## config.mk

```make
export PLATFORM = sky130hd
export DESIGN_NAME = nonce_assembler
export DESIGN_NICKNAME = d
export VERILOG_FILES = /design/src/rtl/pow_defs.sv /design/src/rtl/trit_sanitize.sv /design/src/rtl/nonce_assembler.sv
export SDC_FILE = /design/constraint.sdc
export NUM_CORES = 1
export LEC_CHECK = 0
export ABC_AREA = 1
export CORE_MARGIN = 2
export CORE_UTILIZATION = 49
export CTS_CLUSTER_SIZE = 40
export DETAILED_ROUTE_END_ITERATION = 10
export PLACE_DENSITY = 0.78
export SLEW_MARGIN = 20
export SYNTH_ARGS = -nofsm -noshare
export SYNTH_HDL_FRONTEND = slang
export SYNTH_SLANG_ARGS = --single-unit
```

## constraint.sdc

```tcl
create_clock -name i_clk -period 2.6 [get_ports i_clk]
set_input_delay 0.39 -clock i_clk [delete_from_list [all_inputs] [get_ports i_clk]]
set_output_delay 0.39 -clock i_clk [all_outputs]
set_load 0.01 [all_outputs]
```

## src/rtl/pow_defs.sv

```systemverilog
// Shared PoW definitions: balanced-trit codes, chunk geometry and FSM encodings.
package pow_defs;

  localparam logic [1:0] TRIT_ZERO = 2'b00;
  localparam logic [1:0] TRIT_POS  = 2'b01;
  localparam logic [1:0] TRIT_NEG  = 2'b11;
  localparam logic [1:0] TRIT_ILL  = 2'b10;

  localparam int CHUNK_TRITS = 27;
  localparam int CHUNK_BITS  = 2 * CHUNK_TRITS;

  typedef enum logic [1:0] {
    ST_IDLE  = 2'd0,
    ST_FILL  = 2'd1,
    ST_OFFER = 2'd2
  } state_e;

  // Legal codes pass through; the one unused code collapses to zero.
  function automatic logic [1:0] sanitize_trit(input logic [1:0] trit);
    case (trit)
      TRIT_ZERO, TRIT_POS, TRIT_NEG: sanitize_trit = trit;
      default:                       sanitize_trit = TRIT_ZERO;
    endcase
  endfunction

endpackage

```

## src/rtl/trit_sanitize.sv

```systemverilog
// Combinational clean-up of one 27-trit chunk: illegal codes become zero and are flagged.
module trit_sanitize
  import pow_defs::*;
(
  input  logic [CHUNK_BITS-1:0] trits_in,
  output logic [CHUNK_BITS-1:0] trits_out,
  output logic                  any_illegal
);

  logic [CHUNK_TRITS-1:0] illegal;

  generate
    for (genvar gi = 0; gi < CHUNK_TRITS; gi++) begin : g_trit
      assign trits_out[2*gi +: 2] = sanitize_trit(trits_in[2*gi +: 2]);
      assign illegal[gi]          = (trits_in[2*gi +: 2] == TRIT_ILL);
    end
  endgenerate

  assign any_illegal = |illegal;

endmodule

```

## src/rtl/nonce_assembler.sv

```systemverilog
// Builds 81-trit nonce candidates from 27-trit LFSR chunks and offers them to Curl over valid/ready.
module nonce_assembler
  import pow_defs::*;
#(
  parameter int NONCE_TRITS = 81,
  parameter int CNT_W       = 32
) (
  input  logic                     i_clk,
  input  logic                     i_arst_n,
  input  logic [CHUNK_BITS-1:0]    i_rnd_trits,
  input  logic                     i_start,
  input  logic                     i_stop,
  output logic [2*NONCE_TRITS-1:0] o_nonce,
  output logic                     o_nonce_valid,
  input  logic                     i_nonce_ready,
  output logic                     o_busy,
  output logic [CNT_W-1:0]         o_attempt_cnt,
  output logic                     o_illegal_err
);

  localparam int CHUNKS = NONCE_TRITS / CHUNK_TRITS;
  localparam int IDX_W  = (CHUNKS > 1) ? $clog2(CHUNKS) : 1;
  localparam logic [IDX_W-1:0] LAST_IDX = IDX_W'(CHUNKS - 1);

  state_e                     state_reg;
  logic [IDX_W-1:0]           chunk_idx_reg;
  logic                       stop_pending_reg;
  logic [2*NONCE_TRITS-1:0]   nonce_reg;
  logic                       valid_reg;
  logic                       busy_reg;
  logic [CNT_W-1:0]           cnt_reg;
  logic                       err_reg;

  logic [CHUNK_BITS-1:0]      clean_chunk;
  logic                       chunk_illegal;

  trit_sanitize u_sanitize (
    .trits_in    (i_rnd_trits),
    .trits_out   (clean_chunk),
    .any_illegal (chunk_illegal)
  );

  always_ff @(posedge i_clk or negedge i_arst_n) begin
    if (!i_arst_n) begin
      state_reg        <= ST_IDLE;
      chunk_idx_reg    <= '0;
      stop_pending_reg <= 1'b0;
      nonce_reg        <= '0;
      valid_reg        <= 1'b0;
      busy_reg         <= 1'b0;
      cnt_reg          <= '0;
      err_reg          <= 1'b0;
    end else begin
      case (state_reg)
        ST_IDLE: begin
          // A simultaneous stop vetoes the start.
          if (i_start && !i_stop) begin
            state_reg     <= ST_FILL;
            busy_reg      <= 1'b1;
            chunk_idx_reg <= '0;
            cnt_reg       <= '0;
            err_reg       <= 1'b0;
          end
        end

        ST_FILL: begin
          if (i_stop) begin
            // Partial nonce is abandoned; o_nonce keeps stale data behind a low valid.
            state_reg        <= ST_IDLE;
            busy_reg         <= 1'b0;
            stop_pending_reg <= 1'b0;
          end else begin
            nonce_reg[int'(chunk_idx_reg)*CHUNK_BITS +: CHUNK_BITS] <= clean_chunk;
            if (chunk_illegal) begin
              err_reg <= 1'b1;
            end
            if (chunk_idx_reg == LAST_IDX) begin
              state_reg     <= ST_OFFER;
              valid_reg     <= 1'b1;
              chunk_idx_reg <= '0;
            end else begin
              chunk_idx_reg <= chunk_idx_reg + 1'b1;
            end
          end
        end

        ST_OFFER: begin
          if (i_nonce_ready) begin
            valid_reg     <= 1'b0;
            chunk_idx_reg <= '0;
            if (~&cnt_reg) begin
              cnt_reg <= cnt_reg + 1'b1;
            end
            // A stop seen on the handshake edge itself is treated like a pending one.
            if (stop_pending_reg || i_stop) begin
              state_reg        <= ST_IDLE;
              busy_reg         <= 1'b0;
              stop_pending_reg <= 1'b0;
            end else begin
              state_reg <= ST_FILL;
            end
          end else if (i_stop) begin
            stop_pending_reg <= 1'b1;
          end
        end

        default: begin
          state_reg        <= ST_IDLE;
          busy_reg         <= 1'b0;
          valid_reg        <= 1'b0;
          stop_pending_reg <= 1'b0;
        end
      endcase
    end
  end

  assign o_nonce       = nonce_reg;
  assign o_nonce_valid = valid_reg;
  assign o_busy        = busy_reg;
  assign o_attempt_cnt = cnt_reg;
  assign o_illegal_err = err_reg;

endmodule

```

=== Word-level counts from Yosys, hierarchy flattened ===
Index checks and enable logic that the tools add are counted.

* Output and inout bits: 197
* Bits of input ports: 59
* Memories: 0
* Bits in writable memories: 0
* Logic and storage cells: 241
* Bits in latches: 0
* ROM bits: 0
* Flip-flop bits (word level): 202

* Reductions and logical operators: 71
* Div/mod/pow operators: 0
* Shifts and indexed selects: 2
* Eq/ne operators: 95
* Add/subtract/negate cells: 3
* Order comparisons: 0
* Multipliers: 1
* Multiplexer cells: 59
* Bitwise gates (word level): 2

{| class="wikitable"
|+ Operators with widths
! kind !! number
|-
| 162-bit bitwise mux || 1
|-
| 54-bit by 33-bit variable shift with 162-bit output (first input constant) || 1
|-
| 54-bit by 33-bit variable part select with 162-bit output || 1
|-
| 2-bit == test (second input constant) || 56
|-
| 32-bit 2-to-1 mux || 3
|-
| 3-bit OR reduction || 27
|-
| 2-bit 2-to-1 mux || 35
|-
| 32-bit one-hot mux with 2 select lines || 1
|-
| 2-bit by 1-bit == test with 1-bit output (second input constant) || 28
|-
| 2-bit logical NOT || 28
|-
| 8-bit negation with 33-bit output || 1
|-
| 32-bit by 1-bit adder with 32-bit output (second input constant) || 1
|-
| 32-bit AND reduction || 1
|-
| 27-bit OR reduction || 1
|-
| 4-bit AND reduction || 6
|-
| 2-bit inequality test (second input constant) || 8
|-
| 1-bit 2-to-1 mux || 13
|-
| 2-bit one-hot mux with 3 select lines || 2
|-
| 3-bit inequality test (second input constant) || 3
|-
| 1-bit one-hot mux with 3 select lines || 3
|-
| 2-bit by 5-bit multiplier with 7-bit output (second input constant) || 1
|-
| 2-bit nonzero test || 2
|-
| 3-bit AND reduction || 1
|-
| 3-bit nonzero test || 1
|-
| other kinds (7) || 8
|}

=== Longest topological paths before layout ===
Gate-level depths: netlist (run 1).

* Depth in word-level cells: 5
* Mapped depth: 18
* Gate-level depth less buffers: 14

=== By module ===
Synthesis (run 1) repeated with hierarchy kept, for this count alone.

* Cells, all modules: 2859
* Area total of the unflattened synthesis: 16689.8 µm²

{| class="wikitable"
|+ Modules (own cells, without submodules)
! module !! seq. area each (µm²) !! area each (µm²) !! times used !! cells an instance
|-
| nonce_assembler || 5054.8 || 16090.4 || 1 || 2700
|-
| trit_sanitize || 0.0 || 599.3 || 1 || 159
|}

=== Worst setup path after synthesis (run 1) ===
OpenSTA, ideal clock, no wires.

* Path kind: flip-flop to flip-flop
* From: register chunk_idx_reg[0]
* To: register nonce_reg[146], in the netlist o_nonce[146]
* Arrival: 2618 ps
* Data required time: 2482 ps
* Setup time: 118 ps
* Cell stages (with the launch flop): 14
* Period minus slack after synthesis: 2736 ps
* Slack: -136 ps
* Path buffers: 5
* Path through: dfrtp_1 buf_2 inv_2 buf_2 clkbuf_1 ha_1 nor2_1 nor2_4 buf_2 buf_2 o211ai_1 nand3_1 nand3_1 nand2_1

* Cells in the longest elaborated chain, start to end: 4
* Elaborated cells between the ends (all ways): 5
* Classes of those cells: add/sub: 1; mul: 1; shift: 2; mux: 1

{| class="wikitable"
|+ Ends and longest elaborated chain
! item !! line !! RTL
|-
| start: declaration || nonce_assembler.sv:26 || <nowiki>logic [IDX_W-1:0] chunk_idx_reg;</nowiki>
|-
| start signal: assignment || nonce_assembler.sv:82 || <nowiki>chunk_idx_reg <= chunk_idx_reg + 1'b1;</nowiki>
|-
| 2-bit by 5-bit multiplier with 7-bit output (*) || nonce_assembler.sv:73 || <nowiki>nonce_reg[int'(chunk_idx_reg)*CHUNK_BITS +: CHUNK_BITS] <= clean_chunk;</nowiki>
|-
| 8-bit negation with 33-bit output (*) || nonce_assembler.sv:73 ||
|-
| 54-bit by 33-bit variable part select with 162-bit output or 54-bit by 33-bit variable shift with 162-bit output (tied branches) || nonce_assembler.sv:73 ||
|-
| 162-bit bitwise mux (*) || nonce_assembler.sv:73 ||
|-
| end signal: indexed assignment || nonce_assembler.sv:73 ||
|-
| end: declaration || nonce_assembler.sv:28 || <nowiki>logic [2*NONCE_TRITS-1:0] nonce_reg;</nowiki>
|}

Every way passes the cells marked *; elsewhere a longest branch is shown, timed or not.
A chain may end at the register's enable or synchronous reset.

=== Worst setup path after layout (run 1) ===
* From: register chunk_idx_reg[0]
* To: register nonce_reg[117], in the netlist o_nonce[117]

Same word-level chain as after synthesis.

==> results of run 1 <==
==> cells by family (layout without fill, tap and decap cells) <==
| logic type | count (synthesis) | count (layout) | share of synthesized area, % |
|---|---|---|---|
| multiplexers | 3 | 3 | 0.207 |
| flip-flops | 202 | 202 | 34.9 |
| XOR/XNOR | 15 | 15 | 1.01 |
| AO/OA/AOI/OAI | 191 | 191 | 7.40 |
| adder cells (fa/ha/maj) | 7 | 7 | 0.604 |
| buffers and inverters | 248 | 488 | 7.22 |
| AND/OR/NAND/NOR | 1654 | 1654 | 48.7 |
==> power by group through the flow <==
stage | Combinational [µW] | Clock (µW) | Sequential (µW)
after floorplan | 13000 | 0 | 5110
after global placement | 22200 | 0 | 4790
after detailed placement | 22200 | 0 | 4790
after CTS | 22300 | 3370 | 4770
after global routing | 25200 | 3510 | 4880
final | 23500 | 3360 | 4790
==> worst reg2reg max path, delay by kind of cell (launching register included) <==
kind	cells	cell delay (ns)
buffers and inverters	3	0.48
adders and majority gates	1	0.32
and+or+nand+nor	9	1.13
DFF	1	0.54
==> repair_timing <==
action / CTS / global route
pin swaps: 0 / 1
gates cloned: 0 / 3
setup endpoints to repair: 3 / 98
buffers inserted: 0 / 4
hold buffers: 1 / 0
hold endpoints to repair: 49 / 0
resized for setup: 3 / 13
==> per-stage QoR <==
step | setup WS (ns) | TNS, ns
after floorplan | 0.0221 | 0
after global placement | 0.00173 | 0
after detailed placement | -0.0212 | -0.0212
after CTS | -0.00389 | -0.00389
after global routing | -0.0799 | -0.643
final | 0.0261 | 0
==> path summary, 6_finish.rpt <==
path                                                   start                  endpoint  cells past startpoint
worst max-delay path            chunk_idx_reg[0]$_DFFE_PN0P_  o_nonce[117]$_DFFE_PN0P_                     13
worst min-delay path                                i_arst_n   o_nonce[43]$_DFFE_PN0P_                      2
worst max register to register  chunk_idx_reg[0]$_DFFE_PN0P_  o_nonce[117]$_DFFE_PN0P_                     13
worst min register to register      o_nonce[158]$_DFFE_PN0P_  o_nonce[158]$_DFFE_PN0P_                      2
max in group asynchronous                           i_arst_n   o_nonce[79]$_DFFE_PN0P_                      3
min in group i_clk                  o_nonce[158]$_DFFE_PN0P_  o_nonce[158]$_DFFE_PN0P_                      2
==> synthesized netlist by cell type, types with 2 or more instances <==
cell      number  share of area [%]
a21oi_1       33                1.1
and2_1         2              0.086
buf_1         14               0.36
buf_2         68                2.3
buf_4          6               0.31
clkbuf_1      55                1.4
clkinv_1       3              0.078
dfrtp_1      202                 35
ha_1           7               0.60
inv_1         93                2.4
inv_2          8               0.21
mux2i_1        3               0.21
nand2_1      912                 24
nand3_1      546                 19
nand3b_1       3               0.16
nand4_1       31                1.3
nor2_1       130                3.4
nor2_2         5               0.22
nor2_4         2               0.16
nor3_1        13               0.45
o211ai_1      38                2.0
o21ai_0       98                3.4
o21ai_1        9               0.31
o22ai_1       10               0.43
or2_2          5               0.22
xnor2_1        6               0.36
xnor2_2        2               0.22
xor2_1         7               0.42
==> final cells by class <==
class                      instances  area (µm²)
clock inverter                    13         130
tap                              384         480
timing repair buffer             342        3620
inverter                         104         400
multi-input combinational       1870        8460
fill                            2686       10100
sequential                       202        5060
clock buffer                      29         638
==> routing by layer <==
metal,vias up,part of all wire (%),GRT usage [%]
met5,-,0,0
met4,0,2.7,9.54
met3,151,12,8.18
met2,1128,44,57.6
met1,8110,42,54.5
li1,8114,-,-
==> flow_summary.yaml, run 1 <==
outcome:
  outcome: "finished clean"
clock_network:
  numCtsBuffers: 23
  htree_levels: 1
  cts_root_buffer: "clkbuf_16"
  insertion_delay_ns: 0.54
  cts_buffer_depth: 3
  clkTransAtPathRegs_ns: 0.07
  numClockSinks: 202
  tritoncts: "built"
timing:
  slew_violations: 0
  hold_ws_ns: 0.393
  setup_viol_count_final: 0
  max_slew.worst_pin.slew_ns: 0.662
  period_minus_slack_ns: 2.57
  rsz0062_at_grt: "true"
  hold_viol: 0
  clock-skew-final_ns: 0.0162
  relSlewSlack_pct: 55.9
  fin_crit_sh_pct: 99.0
  fmax_mhz: 389
power_and_ir_drop:
  combPwrFrac_pct: 74.3
  power_density_nw_per_um2: 1690
  power.share.sequential_pct: 15.1
  p_clk_share_pct: 10.6
  vdd_drop_max_v: 0.00115
  power_switching_share_pct: 55.4
  p_sw_uw: 17600
  power.internal_uw: 14100
  p_leak_uw: 0.00898
  total_power_uw: 31700
routing:
  routed_wl_mm: 60.4
  antenna_left: 0
  route.vias.total: 17500
  wire_per_inst_um: 20.5
  drtPass1Iterations: 7
  drc_errors: 0
  drtIter0Drc: 2900
  via_per_inst: 5.95
logic_synthesis:
  synthCells: 2320
  yosys_warnings: 0
  ys_async_sr_fraction_pct: 100
  postSynthAreaPerCell_um2: 6.25
  synth_fp_nets: 2386
  synth_edf_count: 0
  ys_dominant_reg_cell: "dfrtp_1"
  ys_ff_latch: 202
  synth_area_um2: 14500
  yosysSeqAreaShare_pct: 34.9
  yosys.cell_types.count: 37
cells_and_area:
  design_area_um2: 18800
  final_core_util_pct: 64.9
  largest_reg_flops: 162
  area_delta_synth_final_pct: 29.6
  final_cell_mix: "nand2_1 (910), nand3_1 (542), clkdlybuf4s50_1 (254), dfrtp_1 (201), nor2_1 (130)"
  final_cells: 2944
  final_common_cell: "nand2_1"
  nets: 2609
  drive_above_1_share_pct: 6.37
  diodes: 0
critical_path:
  start_kind: "register"
  required_ns: 3.02
  cp.arrival_ns: 2.99
  critPathBufInv: 3
  critical_path.max_stage_delay_ns: 0.54
  end_kind: "register"
  cp_max_fo: 40
  path_common_cell: "nand2_1"
  slowest_stage: "dfrtp_4"
  cpLargestDelayFamily: "simple AND/OR/NAND/NOR gates"
  crit_chain: "inv_4 -> ha_1 -> inv_1 -> nand2_1 -> nand2_2 -> buf_12 -> nand3_1 -> nand3_1 -> nand3_1 -> nand2_1 -> nand2_1 -> nand2_1 -> nand2_1"
  r2r_slack_ns: 0.03
  worst-setup-path-type: "register to register"
floorplan:
  io_pins: 256
  die_x_um: 176
  initial_core_util_pct: 50.1
  die_area_um2: 31000
  core_um2: 28900
  rows: 62
  die_height_um: 176
grt:
  grt_pass1_vias: 16300
  grt_pass1_wl_mm: 91.9
  grt_usage_pct: 37.7
  grt_overflow: 0
  grt_antenna_before_repair: 0
  grt_max_degree: 126
placed_design:
  place_area_um2: 17800
  hpwl_mm: 44.3
  portBuffers: 255
  gp_congestion: 1.01
  dp.cells: 2894
flow_run:
  cap_violations: 0
hold_path:
  hold_path.class: "input pin to async pin"
No activity file was read; power rests on OpenSTA's default activity.
==> inputs of run 2 (changes only) <==
Settings changed: ABC_CLOCK_PERIOD_IN_PS from default to 2600, CORE_UTILIZATION 49 to 50, PLACE_DENSITY 0.78 to 0.88, SYNTH_HIERARCHICAL from default to 1.
==> run 2 against run 1 <==
Maximum frequency barely moved. Area after synthesis up 15%. Global-route usage is 7.9 points higher. Highest routed layer unchanged. Worst hold slack improved by 0.043 ns. Sequential share of layout area decreased by 4.1 points. Critical endpoint is now o_nonce[69]$_DFFE_PN0P_. Non-clock buffer count increased by 173. Critical path type unchanged. First-iteration DRC count up 8.4%. Register-to-register slack barely moved. Final area rose by 18%. Via count increased by 26%.
==> flow_summary.yaml, run 2 <==
critical_path:
  critical_path.max_stage_delay_ns: 0.40
  r2r_end: "o_nonce[69]$_DFFE_PN0P_"
  start_kind: "register"
  crit_chain: "inv_2 -> ha_2 -> nand2_1 -> nand2_4 -> buf_12 -> nand3_1 -> nand3_1 -> nand3_1 -> nand3_1 -> nand2_1 -> o21ai_2 -> nand2_1"
  end_kind: "register"
  r2r_slack_ns: 0.02
  rr_startpoint: "chunk_idx_reg[0]$_DFFE_PN0P_"
  cp.arrival_ns: 2.98
  worst-setup-path-type: "register to register"
  cpLargestDelayFamily: "simple AND/OR/NAND/NOR gates"
  slowest_stage: "ha_2"
  path_common_cell: "nand3_1"
  cp_max_fo: 30
  critPathBufInv: 2
  reg2reg_depth: 12
  required_ns: 3.01
cells_and_area:
  fillers: 2969
  area_delta_synth_final_pct: 32.9
  diodes: 0
  drive_above_1_share_pct: 11.2
  final_cells: 3641
  final_common_cell: "nand2_1"
  nets: 3250
  final_cell_mix: "nand2_1 (1186), nand3_1 (611), clkdlybuf4s50_1 (254), buf_4 (214), dfrtp_1 (201)"
  design_area_um2: 22200
  largest_reg_flops: 162
routing:
  routed_wl_mm: 81.8
  route.vias.total: 22100
  via_per_inst: 6.06
  antenna_left: 0
  drtPass1Iterations: 6
  drc_errors: 0
  wire_per_inst_um: 22.5
  drtIter0Drc: 3143
logic_synthesis:
  postSynthAreaPerCell_um2: 5.84
  ys_top_cells_by_area: "dfrtp_1 (30%), nand2_1 (27%), nand3_1 (19%)"
  synth_area_um2: 16700
  yosysMostFrequentCell: "nand2_1"
  synth-simple-area-share_pct: 52.4
  synth_mux_area_share_pct: 0
  yosysSeqAreaShare_pct: 30.3
  synth_fp_nets: 2925
  synth_top_family_by_area: "simple AND/OR/NAND/NOR gates"
  synth_top_area_share_pct: 30.3
  synthCells: 2859
  synth_edf_count: 0
  synth_common_cells: "nand2_1 (1197), nand3_1 (618), dfrtp_1 (202), nor2_1 (151), inv_1 (133)"
  ys_dominant_reg_cell: "dfrtp_1"
  synth_fa_ha_area_share_pct: 0.525
  synth_compound_area_share_pct: 6.63
  ys_ff_latch: 202
  yosys.cell_types.count: 38
  yosysTopAreaCell: "dfrtp_1"
  ys_async_sr_fraction_pct: 100
  yosys_warnings: 6
  synth-xor-area-share_pct: 0.892
timing:
  hold_viol: 0
  max_slew.worst_pin.slew_ns: 0.748
  fin_crit_sh_pct: 99.1
  clock-skew-final_ns: 0.0284
  setup_viol_count_final: 0
  relSlewSlack_pct: 49.7
  period_minus_slack_ns: 2.58
  fmax_mhz: 388
  rsz0062_at_grt: "true"
  hold_ws_ns: 0.436
  slew_violations: 0
placed_design:
  portBuffers: 255
  place_area_um2: 21300
  hpwl_mm: 63.9
  dp.cells: 3599
  gp_congestion: 1.09
grt:
  grt_pass1_wl_mm: 122
  grt_overflow: 0
  grt_pass1_vias: 20700
  grt_antenna_before_repair: 0
  grt_usage_pct: 45.6
  grt_max_degree: 85
floorplan:
  die_area_um2: 34900
  rows: 66
  die_height_um: 187
  io_pins: 256
  die_x_um: 187
  core_um2: 32700
  initial_core_util_pct: 51.0
hold_path:
  hold_path.class: "input pin to async pin"
clock_network:
  tritoncts: "built"
  numCtsBuffers: 23
  cts_root_buffer: "clkbuf_16"
  numClockSinks: 202
  clkTransAtPathRegs_ns: 0.07
  cts_buffer_depth: 3
  htree_levels: 1
  insertion_delay_ns: 0.54
outcome:
  outcome: "finished clean"
flow_run:
  cap_violations: 0
run 2: cell count changes in the layout (fill, tap and decap cells not counted), moves of 14 or more:
| cell | previous run | this run |
|---|---|---|
| o21ai_0 | 98 | 60 |
| inv_1 | 93 | 133 |
| buf_12 | 25 | 39 |
| nor2_1 | 130 | 148 |
| nand2_1 | 910 | 1186 |
| nand4_1 | 31 | 47 |
| buf_4 | 55 | 214 |
| a21oi_1 | 33 | 87 |
| nand3_1 | 542 | 611 |
| o211ai_1 | 38 | 5 |
| o21ai_1 | 9 | 35 |
run 2: logic make-up after synthesis:
family                     Yosys count
DFF                                202
xor gates and xnor gates            14
and+or+nand+nor                   2061
adders and majority gates            7
buffers and inverters              364
AOI/OAI and AO/OA                  211
run 2: through the flow:
| step | util [%] | setup TNS [ns] | worst slack [ns] |
|---|---|---|---|
| 2_1_floorplan | - | 0 | 0.0462 |
| 3_3_place_gp | 65.1 | -0.0337 | -0.0242 |
| 3_5_place_dp | 65.1 | -0.0137 | -0.0137 |
| 4_1_cts | 67.4 | 0 | 0.000856 |
| 5_1_grt | 67.8 | -0.163 | -0.0401 |
| 6_report | 67.8 | 0 | 0.0238 |
run 2: per-layer routing:
layer | wire length (µm) | track usage [%] | up-vias
li1 | - | - | 9939
met1 | 30100 | 57.3 | 10200
met2 | 36200 | 72.4 | 1639
met3 | 9580 | 9.87 | 312
met4 | 5890 | 26.8 | 0
met5 | 0 | 0 | -
run 2: timing repair:
| item | CTS | global route |
|---|---|---|
| buffers inserted | 0 | 0 |
| endpoints found under the hold margin | 60 | 0 |
| cloned | 0 | 1 |
| hold buffers | 1 | 0 |
| resized for setup | 2 | 38 |
| endpoints found under the setup margin | 2 | 73 |
| pin swaps | 0 | 1 |
run 2: how the worst max path moves through the flow:
stage / from / to / slack (ns) / cells after the start
3_3_place_gp: chunk_idx_reg[0]$_DFFE_PN0P_ / o_nonce[114]$_DFFE_PN0P_ / -0.02 / 13
5_1_grt: chunk_idx_reg[1]$_DFFE_PN0P_ / o_nonce[69]$_DFFE_PN0P_ / -0.04 / 12
6_report: chunk_idx_reg[0]$_DFFE_PN0P_ / o_nonce[69]$_DFFE_PN0P_ / 0.02 / 12
4_1_cts: chunk_idx_reg[0]$_DFFE_PN0P_ / o_nonce[111]$_DFFE_PN0P_ / 0.0009 / 14
2_1_floorplan: chunk_idx_reg[0]$_DFFE_PN0P_ / o_nonce[115]$_DFFE_PN0P_ / 0.05 / 17
3_5_place_dp: chunk_idx_reg[0]$_DFFE_PN0P_ / o_nonce[114]$_DFFE_PN0P_ / -0.01 / 13
run 2: final cells by class:
type / instances / area (µm²) / share of cell area, %
Clock buffer: 25 / 583 / 2.63
Timing Repair Buffer: 515 / 5050 / 22.8
Inverter: 149 / 562 / 2.53
Tap cell: 442 / 553 / 2.49
Clock inverter: 15 / 133 / 0.598
Multi-Input combinational cell: 2293 / 10200 / 46.2
Sequential cell: 202 / 5060 / 22.8
run 2: worst reg2reg max path: stages, from the launching register on:
cell and delay (ns):
dfrtp_2 0.37, inv_2 0.06, ha_2 0.40, nand2_1 0.13, nand2_4 0.16, buf_12 0.19, nand3_1 0.21, nand3_1 0.20
nand3_1 0.15, nand3_1 0.10, nand2_1 0.19, o21ai_2 0.21, nand2_1 0.07
Power of run 2 is not shown: default switching activity piles up to over one toggle a cycle in this logic, so the estimate is an artifact.
==> edit, RTL diff (flow settings as in run 1) <==
Re-encode `state_e` (3 states) as one-hot, 3 bits wide.
--- a/src/rtl/pow_defs.sv
+++ b/src/rtl/pow_defs.sv
@@ -11,6 +11,6 @@
 
-  typedef enum logic [1:0] {
-    ST_IDLE  = 2'd0,
-    ST_FILL  = 2'd1,
-    ST_OFFER = 2'd2
+  typedef enum logic [2:0] {
+    ST_IDLE  = 3'b001,
+    ST_FILL  = 3'b010,
+    ST_OFFER = 3'b100
   } state_e;
Check against the original RTL: same outputs for any inputs over 4 cycles, from zero or initial values and one cycle with i_arst_n low; so few cycles prove little.
==> edit against run 1 <==
  * Critical path depth decreased by 1
  * Wire length grew 3.3%
  * Non-clock buffer count grew 27
  * Cell count is 4.1% higher
  * Clock power grew 4%
  * Sequential cell count grew 1
  * Synthesized area is 1.3% higher
  * Global-route usage up 2.1 points
  * Final area increased by 2.2%
  * Total power down 9.1%
  * Maximum frequency grew 2.7%
  * Sequential share of layout area shrank 0.45 points
  * Worst setup slack better by 0.069 ns
==> edit: results (changes against run 1) <==
[yosys]
ys_seq_area_frac = 0.346  ; -0.00281
syn-num-nets = 2474  ; +3.7%
synthFlopType = dfrtp_1
synthAdderAreaFrac = 0.00596  ; -0.0000798
synthTopCellsByArea = dfrtp_1, nand2_1, nand3_1
synth_common_cells = nand2_1, nand3_1, dfrtp_1, nor2_1, inv_1
synth_xor_area_frac = 0.00238  ; -0.00771
muxShareOfSynthArea = 0.00136  ; -0.000709
yosysUniqueCellTypes = 33  ; -11%
syn_avg_cell_area_sq_um = 6.10  ; -2.4%
synth_compound_area_frac = 0.0630  ; -0.0109

[worst_setup_path]
critPathTopFamily = simple AND/OR/NAND/NOR gates
cp.arrival_ns = 2.94  ; -0.05 ns
critPathSlowestCell = dfrtp_2
critPathKind = flop to flop
crit_end = o_nonce[130]$_DFFE_PN0P_
r2r_slack_ns = 0.09  ; +0.07 ns
worstPathMaxFanout = 24  ; -40%
max_stage_delay_ns = 0.43  ; -0.11 ns
reg2reg_depth = 12  ; -1

[routing]
dr_wl_met3_mm = 5.35  ; -24%
drt-total-wl_mm = 62.4  ; +3.3%
drtIter0Drc = 2396  ; -17%
wl_met2_mm = 28.7  ; +8.1%
via_count = 18200  ; +3.8%
wl_met1_mm = 24.5  ; -2.6%

[placed_design]
hpwl_mm = 47.1  ; +6.4%
place.gp.congestion = 1.02  ; +1.0%
post-place-cells = 3023  ; +4.5%

[global_routing]
grt_use_met2 = 0.648  ; +0.0716
track_usage = 0.398  ; +0.0207
grt_pass1_vias = 17400  ; +7.1%
grt_max_degree = 116  ; -7.9%
grt_pass1_wl_mm = 97.1  ; +5.7%
grtUsageMet1 = 0.508  ; -0.0367
grtUsageMet3 = 0.0578  ; -0.0241

[status]
outcome = finished, final reports clean

[clock_tree]
root_buffer = clkbuf_16
cts_resized = 0  ; -3

[pwr]
ir_worst_vdd_mv = 0.971  ; -16%
leakagePower_nw = 9.44  ; +5.1%

[final_layout]
final_nets = 2725  ; +4.4%
post_layout_nonfiller_instances = 3064  ; +4.1%
layout-drive-gt1-share = 0.0733  ; +0.00963

[sta]
skew_ns = 0.0147  ; -0.00156 ns
slew_headroom = 0.547  ; -0.0113

[edit: changes by cell type in the layout (fill, tap and decap cells not counted), moves of 6 or more]
cell / run 1 / this run
nand2_1: 910 / 990
nand3_1: 542 / 578
buf_4: 55 / 85
inv_1: 93 / 116
o211ai_1: 38 / 15
o21ai_0: 98 / 117
nand4_1: 31 / 18
or2_2: 5 / 15
nor2_1: 130 / 121
o21ai_1: 9 / 0
o22ai_1: 10 / 1
a21oi_1: 33 / 27
[edit: power by group]
group | total [mW] | internal (mW) | leakage [nW] | switching [mW]
sequential | 4.08 | 3.70 | 2.76 | 0.376
clock | 3.51 | 2.05 | 0.398 | 1.45
combinational | 21.2 | 7.40 | 6.28 | 13.8
total | 28.8 | 13.2 | 9.44 | 15.7
[edit: through the flow]
step	instance area (sq um)	setup slack [ns]	hold slack (ns)	TNS [ns]	total power [mW]
2_1_floorplan	14700	0.0544	0.0944	0	16.4
3_3_place_gp	18400	0.153	0.461	0	24.5
3_5_place_dp	18400	0.139	0.465	0	24.6
4_1_cts	19200	0.116	0.461	0	28.3
5_1_grt	19200	-0.00485	0.501	-0.00485	30.6
6_report	19200	0.0947	0.439	0	28.8
[edit: worst register-to-register path: cells and delay by family (launching register included)]
family                   cells  cell delay, ns
adder cells (fa/ha/maj)      1            0.29
buffers and inverters        4            0.62
flip-flops                   1            0.43
AND/OR/NAND/NOR              7            1.06
[edit: area by class of cell]
cell class | count | area (sq um)
Fill cell | 2701 | 10400
Multi-Input combinational cell | 1939 | 8590
Sequential cell | 203 | 5080
Timing Repair Buffer | 369 | 3760
Clock buffer | 28 | 634
Tap cell | 390 | 488
Inverter | 123 | 464
Clock inverter | 12 | 169
